`config.mk`:
```
export PLATFORM = sky130hd
export DESIGN_NAME = dart_scoreboard
export DESIGN_NICKNAME = d
export VERILOG_FILES = /design/src/rtl/dart_pkg.sv /design/src/rtl/dart_leader_tracker.sv /design/src/rtl/dart_scoreboard.sv
export SDC_FILE = /design/constraint.sdc
export NUM_CORES = 1
export LEC_CHECK = 0
export CAP_MARGIN = 20
export CORE_UTILIZATION = 63
export CTS_BUF_LIST = sky130_fd_sc_hd__clkbuf_8
export CTS_CLUSTER_DIAMETER = 60
export CTS_CLUSTER_SIZE = 12
export DETAILED_ROUTE_END_ITERATION = 6
export PLACE_DENSITY = 0.94
export SLEW_MARGIN = 40
export SYNTH_ARGS = -nofsm -noshare
export SYNTH_HDL_FRONTEND = slang
export SYNTH_SLANG_ARGS = --single-unit
```
`constraint.sdc`:
```
create_clock -name clk -period 7.6 [get_ports clk]
set_input_delay 1.52 -clock clk [delete_from_list [all_inputs] [get_ports clk]]
set_output_delay 1.52 -clock clk [all_outputs]
set_load 0.03 [all_outputs]
```
`src/rtl/dart_pkg.sv`:
```
// Shared definitions for the dart game core and its downstream scoreboard.
package dart_pkg;

  localparam int ID_W        = 3;
  localparam int DEF_SCORE_W = 5;
  localparam int DEF_TOTAL_W = 8;

  typedef enum logic [1:0] {
    IDLE = 2'd0,
    PLAY = 2'd1,
    DONE = 2'd2
  } dart_state_e;

endpackage

```
`src/rtl/dart_leader_tracker.sv`:
```
// Running leader / tie register. Evaluated on the new total of each thrower
// whose throw actually changed (or re-wrote) its total.
module dart_leader_tracker
  import dart_pkg::*;
#(
  parameter int TOTAL_W = DEF_TOTAL_W
) (
  input  logic               clk,
  input  logic               reset,
  input  logic               clear_i,
  input  logic               upd_i,
  input  logic [ID_W-1:0]    id_i,
  input  logic [TOTAL_W-1:0] total_i,
  output logic [ID_W-1:0]    leader_id_o,
  output logic [TOTAL_W-1:0] leader_total_o,
  output logic               tie_o
);

  logic [ID_W-1:0]    leader_id_q, leader_id_d;
  logic [TOTAL_W-1:0] leader_total_q, leader_total_d;
  logic               tie_q, tie_d;

  always_comb begin
    leader_id_d    = leader_id_q;
    leader_total_d = leader_total_q;
    tie_d          = tie_q;
    if (clear_i) begin
      leader_id_d    = '0;
      leader_total_d = '0;
      tie_d          = 1'b0;
    end else if (upd_i) begin
      if (total_i > leader_total_q) begin
        leader_id_d    = id_i;
        leader_total_d = total_i;
        tie_d          = 1'b0;
      end else if (id_i == leader_id_q) begin
        leader_total_d = total_i;
        tie_d          = 1'b0;
      end else if (total_i == leader_total_q) begin
        // First player to reach the value keeps the lead.
        tie_d = 1'b1;
      end
    end
  end

  always_ff @(posedge clk or negedge reset) begin
    if (!reset) begin
      leader_id_q    <= '0;
      leader_total_q <= '0;
      tie_q          <= 1'b0;
    end else begin
      leader_id_q    <= leader_id_d;
      leader_total_q <= leader_total_d;
      tie_q          <= tie_d;
    end
  end

  assign leader_id_o    = leader_id_q;
  assign leader_total_o = leader_total_q;
  assign tie_o          = tie_q;

endmodule

```
`src/rtl/dart_scoreboard.sv`:
```
// Per-player score accumulation, round tracking and game-over detection.
// Define DART_SCOREBOARD_BUST_EN to discard throws that would exceed TARGET_SCORE.
module dart_scoreboard
  import dart_pkg::*;
#(
  parameter int NUM_PLAYERS  = 5,
  parameter int SCORE_W      = DEF_SCORE_W,
  parameter int TOTAL_W      = DEF_TOTAL_W,
  parameter int NUM_ROUNDS   = 3,
  parameter int TARGET_SCORE = 60
) (
  input  logic               clk,
  input  logic               reset,
  input  logic               new_game,
  input  logic               score_valid,
  input  logic [ID_W-1:0]    player_id,
  input  logic [SCORE_W-1:0] score_in,
  input  logic [ID_W-1:0]    rd_sel,
  output logic [TOTAL_W-1:0] rd_total,
  output logic [ID_W-1:0]    leader_id,
  output logic [TOTAL_W-1:0] leader_total,
  output logic               tie,
  output logic [1:0]         round,
  output logic               game_over,
  output logic               id_err,
  output logic               bust
);

  function automatic logic [TOTAL_W-1:0] sat_total(input logic [TOTAL_W:0] s);
    return s[TOTAL_W] ? {TOTAL_W{1'b1}} : s[TOTAL_W-1:0];
  endfunction

  logic [TOTAL_W-1:0] totals_q [NUM_PLAYERS];
  dart_state_e        state_q, state_d;
  logic [1:0]         round_q, round_d;
  logic [TOTAL_W-1:0] rd_total_q, rd_total_d;
  logic               id_err_q, bust_q;

  logic               id_ok, accept, add_en, do_bust;
  logic               last_player, final_round;
  logic [TOTAL_W-1:0] sel_total, new_total;
  logic [TOTAL_W:0]   raw_sum;

  always_comb begin
    id_ok       = int'(player_id) < NUM_PLAYERS;
    accept      = score_valid && (state_q != DONE) && id_ok && !new_game;
    last_player = int'(player_id) == NUM_PLAYERS - 1;
    final_round = int'(round_q) == NUM_ROUNDS - 1;
    sel_total   = '0;
    for (int i = 0; i < NUM_PLAYERS; i++) begin
      if (int'(player_id) == i) sel_total = totals_q[i];
    end
    raw_sum   = {1'b0, sel_total} + (TOTAL_W + 1)'(score_in);
    new_total = sat_total(raw_sum);
`ifdef DART_SCOREBOARD_BUST_EN
    do_bust = accept && (int'(raw_sum) > TARGET_SCORE);
`else
    do_bust = 1'b0;
`endif
    add_en = accept && !do_bust;
  end

  // Game FSM: busted throws still count toward round progression.
  always_comb begin
    state_d = state_q;
    round_d = round_q;
    if (new_game) begin
      state_d = IDLE;
      round_d = '0;
    end else if (accept) begin
      if (last_player && final_round) begin
        state_d = DONE;
      end else begin
        state_d = PLAY;
        if (last_player) round_d = round_q + 2'd1;
      end
    end
  end

  always_comb begin
    rd_total_d = '0;
    for (int i = 0; i < NUM_PLAYERS; i++) begin
      if (int'(rd_sel) == i) rd_total_d = totals_q[i];
    end
  end

  always_ff @(posedge clk or negedge reset) begin
    if (!reset) begin
      state_q    <= IDLE;
      round_q    <= '0;
      rd_total_q <= '0;
      id_err_q   <= 1'b0;
      bust_q     <= 1'b0;
      for (int i = 0; i < NUM_PLAYERS; i++) totals_q[i] <= '0;
    end else begin
      state_q    <= state_d;
      round_q    <= round_d;
      rd_total_q <= new_game ? '0 : rd_total_d;
      bust_q     <= do_bust;
      if (new_game)                 id_err_q <= 1'b0;
      else if (score_valid && !id_ok) id_err_q <= 1'b1;
      for (int i = 0; i < NUM_PLAYERS; i++) begin
        if (new_game)                             totals_q[i] <= '0;
        else if (add_en && int'(player_id) == i) totals_q[i] <= new_total;
      end
    end
  end

  dart_leader_tracker #(
    .TOTAL_W (TOTAL_W)
  ) u_leader (
    .clk            (clk),
    .reset          (reset),
    .clear_i        (new_game),
    .upd_i          (add_en),
    .id_i           (player_id),
    .total_i        (new_total),
    .leader_id_o    (leader_id),
    .leader_total_o (leader_total),
    .tie_o          (tie)
  );

  assign rd_total  = rd_total_q;
  assign round     = round_q;
  assign game_over = (state_q == DONE);
  assign id_err    = id_err_q;
  assign bust      = bust_q;

endmodule

```
==> results.json <==
{
  "postRouteAntennaNets": 0,
  "synth_flop_cell": "dfrtp_1",
  "die_h_um": 78.4,
  "cts_resized": 0,
  "grt.met2_usage": 0.559,
  "grt_pass1_vias": 3280,
  "synth_area_leaders": "dfrtp_1 (44%), mux4_2 (7.4%), o21ai_0 (5.4%)",
  "syn_to_final_growth_pct": 18.0,
  "grtUsageMet3": 0.101,
  "dpl.hpwl_um": 6630,
  "syn-num-nets": 413,
  "drc": 0,
  "clk_latency_ns": 0.36,
  "synth_fa_ha_area_frac": 0.0531,
  "place_area_mm2": 0.00412,
  "synth_edf_count": 0,
  "max-cap-violations": 0,
  "max_freq_mhz": 149,
  "min_path_type": "flip-flop to flip-flop",
  "final_nets": 452,
  "whs_endpoint": "u_leader.tie_o$_DFFE_PN0P_",
  "synth_common_cells": "dfrtp_1 (65), nand2_1 (44), nor2_1 (40), o21ai_0 (40), inv_1 (25)",
  "first_pass_iters": 5,
  "reg2reg_to": "u_leader.leader_total_o[0]$_DFFE_PN0P_",
  "r2r_start": "totals_q[32]$_DFFE_PN0P_",
  "cts_buffer_depth": 2,
  "synthesis.area_mm2": 0.00368,
  "die_area_mm2": 0.00614,
  "powerDensity_mw_per_mm2": 191,
  "cts_tree": "done",
  "reg2reg_depth": 20,
  "core_mm2": 0.00557,
  "top_usage_layer": "met2",
  "place_ws_ns": 0.754,
  "syn_avg_cell_area_um2": 9.60,
  "p_sw_w": 0.000245,
  "clk_pin_slew_ns": 0.07,
  "synth_xor_area_frac": 0.0119,
  "via_per_inst": 6.53,
  "grt_first_pass_wirelength_um": 15900,
  "antenna_found_initial": 0,
  "tns_ns": 0,
  "hold_slack_ns": 0.498,
  "startpoint_type": "input port",
  "rows": 27,
  "internal_power_w": 0.000584,
  "hold_viol": 0,
  "period_needed_ns": 6.72,
  "p_leak_nw": 1.88,
  "slew_viol_final": 0,
  "synthSimpleGateAreaFrac": 0.158,
  "endpoint_kind": "flip-flop",
  "synth.most_common_cell": "dfrtp_1",
  "holdCritStartpoint": "u_leader.tie_o$_DFFE_PN0P_",
  "r2r_slack_ns": 2.46,
  "synth_top_area_frac": 0.442,
  "synth_compound_area_frac": 0.179,
  "synthCells": 383,
  "synthMuxAreaShare": 0.104,
  "power_frac_comb": 0.184,
  "use_met1": 0.433,
  "drtIter0Drc": 308,
  "min_period_over_period": 0.885,
  "post_route_cells_drive_above_1_share": 0.103,
  "gp_congestion": 0.892,
  "root_buffer": "clkbuf_8",
  "gr-usage-all-layers": 0.351,
  "async_flop_share": 1.00,
  "tightest_slew_ns": 0.735,
  "initial_core_util": 0.659,
  "synth-seq-cells": 65,
  "postCtsSetupRepairBufs": 0,
  "hold_buffers": 0,
  "worst_ep_required_time_ns": 7.81,
  "swShare": 0.296,
  "portBuffers": 38,
  "status": "completed",
  "die_w_um": 78.4,
  "stdcell_area_mm2": 0.00434,
  "slew_headroom": 0.508,
  "wire_per_inst_um": 19.8,
  "antenna_cells": 0,
  "cts_sinks": 65,
  "cp_max_fo": 15,
  "grt_max_degree": 66,
  "rsz0062_at_grt": "no",
  "hold_depth": 1,
  "ys_seq_area_frac": 0.442,
  "vias": 3260,
  "synth_top_family_by_area": "compound AO/OA/AOI/OAI gates",
  "ir_drop_v": 0.000157,
  "setup_slack_ns": 0.878,
  "setup_violations": 0,
  "wl_um": 9880,
  "grt-ovfl-total": 0,
  "boundaryPins": 40,
  "h-tree-depth": 3,
  "critPathArrivalTime_ns": 6.93,
  "ys_types": 52,
  "crit_type": "input port to flip-flop",
  "seqPwrFrac": 0.448,
  "synth_top_area_cell": "dfrtp_1",
  "cts_buffers": 9,
  "p_clk_frac": 0.368,
  "yosysWarnings": 0,
  "skew_ns": 0.0131
}
==> worst max path at each step <==
stage,startpoint,to,slack [ns],cells after the start
3_5_place_dp,player_id[0],u_leader.leader_total_o[0]$_DFFE_PN0P_,0.75,23
3_3_place_gp,player_id[0],u_leader.leader_total_o[5]$_DFFE_PN0P_,1.09,23
2_1_floorplan,player_id[0],u_leader.leader_total_o[6]$_DFFE_PN0P_,1.70,22
4_1_cts,player_id[0],u_leader.leader_total_o[0]$_DFFE_PN0P_,1.06,23
6_report,player_id[0],u_leader.leader_total_o[0]$_DFFE_PN0P_,0.88,23
5_1_grt,player_id[0],u_leader.leader_total_o[7]$_DFFE_PN0P_,0.59,23
==> through the flow <==
stage                     std cells   util  power [W]
after CTS                       499  0.777   0.000824
after floorplan                 383      -   0.000467
after detailed placement        483  0.740   0.000525
after global routing            499  0.778   0.000856
final                           499  0.778   0.000830
after global placement          483  0.740   0.000519
==> state kept, by name, indices dropped and copies added (netlist names) <==
register and count:
totals_q 40, u_leader.leader_total_o 8, rd_total 8, state_q 2, u_leader.tie_o 1, id_err 1, u_leader.leader_id_o 3, round 2
==> layout make-up <==
cell class / count / area (um^2)
clock buffer: 11 / 151
multi-input combinational: 274 / 1880
inverter: 26 / 97.6
timing repair buffer: 46 / 439
sequential: 65 / 1630
fill: 359 / 1240
tap: 72 / 90.1
clock inverter: 5 / 55.1
==> placed cells by master (no fill, tap or decap), types with 2 or more instances in the layout <==
| cell | count |
|---|---|
| dfrtp_1 | 65 |
| nand2_1 | 44 |
| o21ai_0 | 40 |
| nor2_1 | 40 |
| clkdlybuf4s50_1 | 37 |
| inv_1 | 26 |
| a21oi_1 | 19 |
| a211oi_1 | 18 |
| ha_1 | 14 |
| mux4_2 | 12 |
| clkbuf_8 | 11 |
| mux2i_1 | 8 |
| a22oi_1 | 8 |
| nand3_1 | 7 |
| buf_4 | 7 |
| o22ai_1 | 5 |
| xor2_1 | 5 |
| nand2b_1 | 4 |
| nor2b_1 | 4 |
| or3_1 | 4 |
| nor3_1 | 3 |
| o21a_1 | 3 |
| and3_1 | 2 |
| nand3b_1 | 2 |
| and3b_1 | 2 |
| or2_2 | 2 |
| a21o_1 | 2 |
| o21bai_1 | 2 |
| nand4_1 | 2 |
| a32o_1 | 2 |
==> per-layer routing <==
metal | share of wire | vias to the layer above
met5 | 0 | -
met4 | 0.041 | 0
met3 | 0.090 | 50
li1 | - | 1441
met2 | 0.48 | 217
met1 | 0.39 | 1552
==> kinds of logic (layout without fill, tap and decap cells) <==
group                    Yosys count  count (layout)
AO/OA/AOI/OAI                    107             107
XOR/XNOR                           5               5
adder cells (fa/ha/maj)           15              15
buffers and inverters             44              88
flip-flops                        65              65
multiplexers                      22              22
other                              1               1
AND/OR/NAND/NOR                  124             124
==> power by group through the flow <==
stage | sequential [W] | combinational (W) | clock [W]
2_1_floorplan | 0.000391 | 0.0000762 | 0
3_3_place_gp | 0.000376 | 0.000142 | 0
3_5_place_dp | 0.000377 | 0.000149 | 0
4_1_cts | 0.000371 | 0.000150 | 0.000302
5_1_grt | 0.000372 | 0.000164 | 0.000319
6_report | 0.000372 | 0.000152 | 0.000306
==> worst max-delay path, stage by stage <==
cell	delay, ns
clkdlybuf4s50_1	0.67
buf_4	0.27
inv_1	0.07
and3_1	0.24
nand2_1	0.10
o21ai_0	0.08
ha_1	0.22
inv_1	0.08
fa_1	0.19
nand2b_1	0.16
a21oi_1	0.10
or3_1	0.31
or4b_1	0.53
mux2i_4	0.31
inv_1	0.09
ha_1	0.33
a211o_1	0.29
a21oi_1	0.12
a31oi_1	0.19
o31ai_1	0.37
buf_4	0.23
or2_0	0.29
o21ai_0	0.14
No activity file was read; power rests on OpenSTA's default activity.
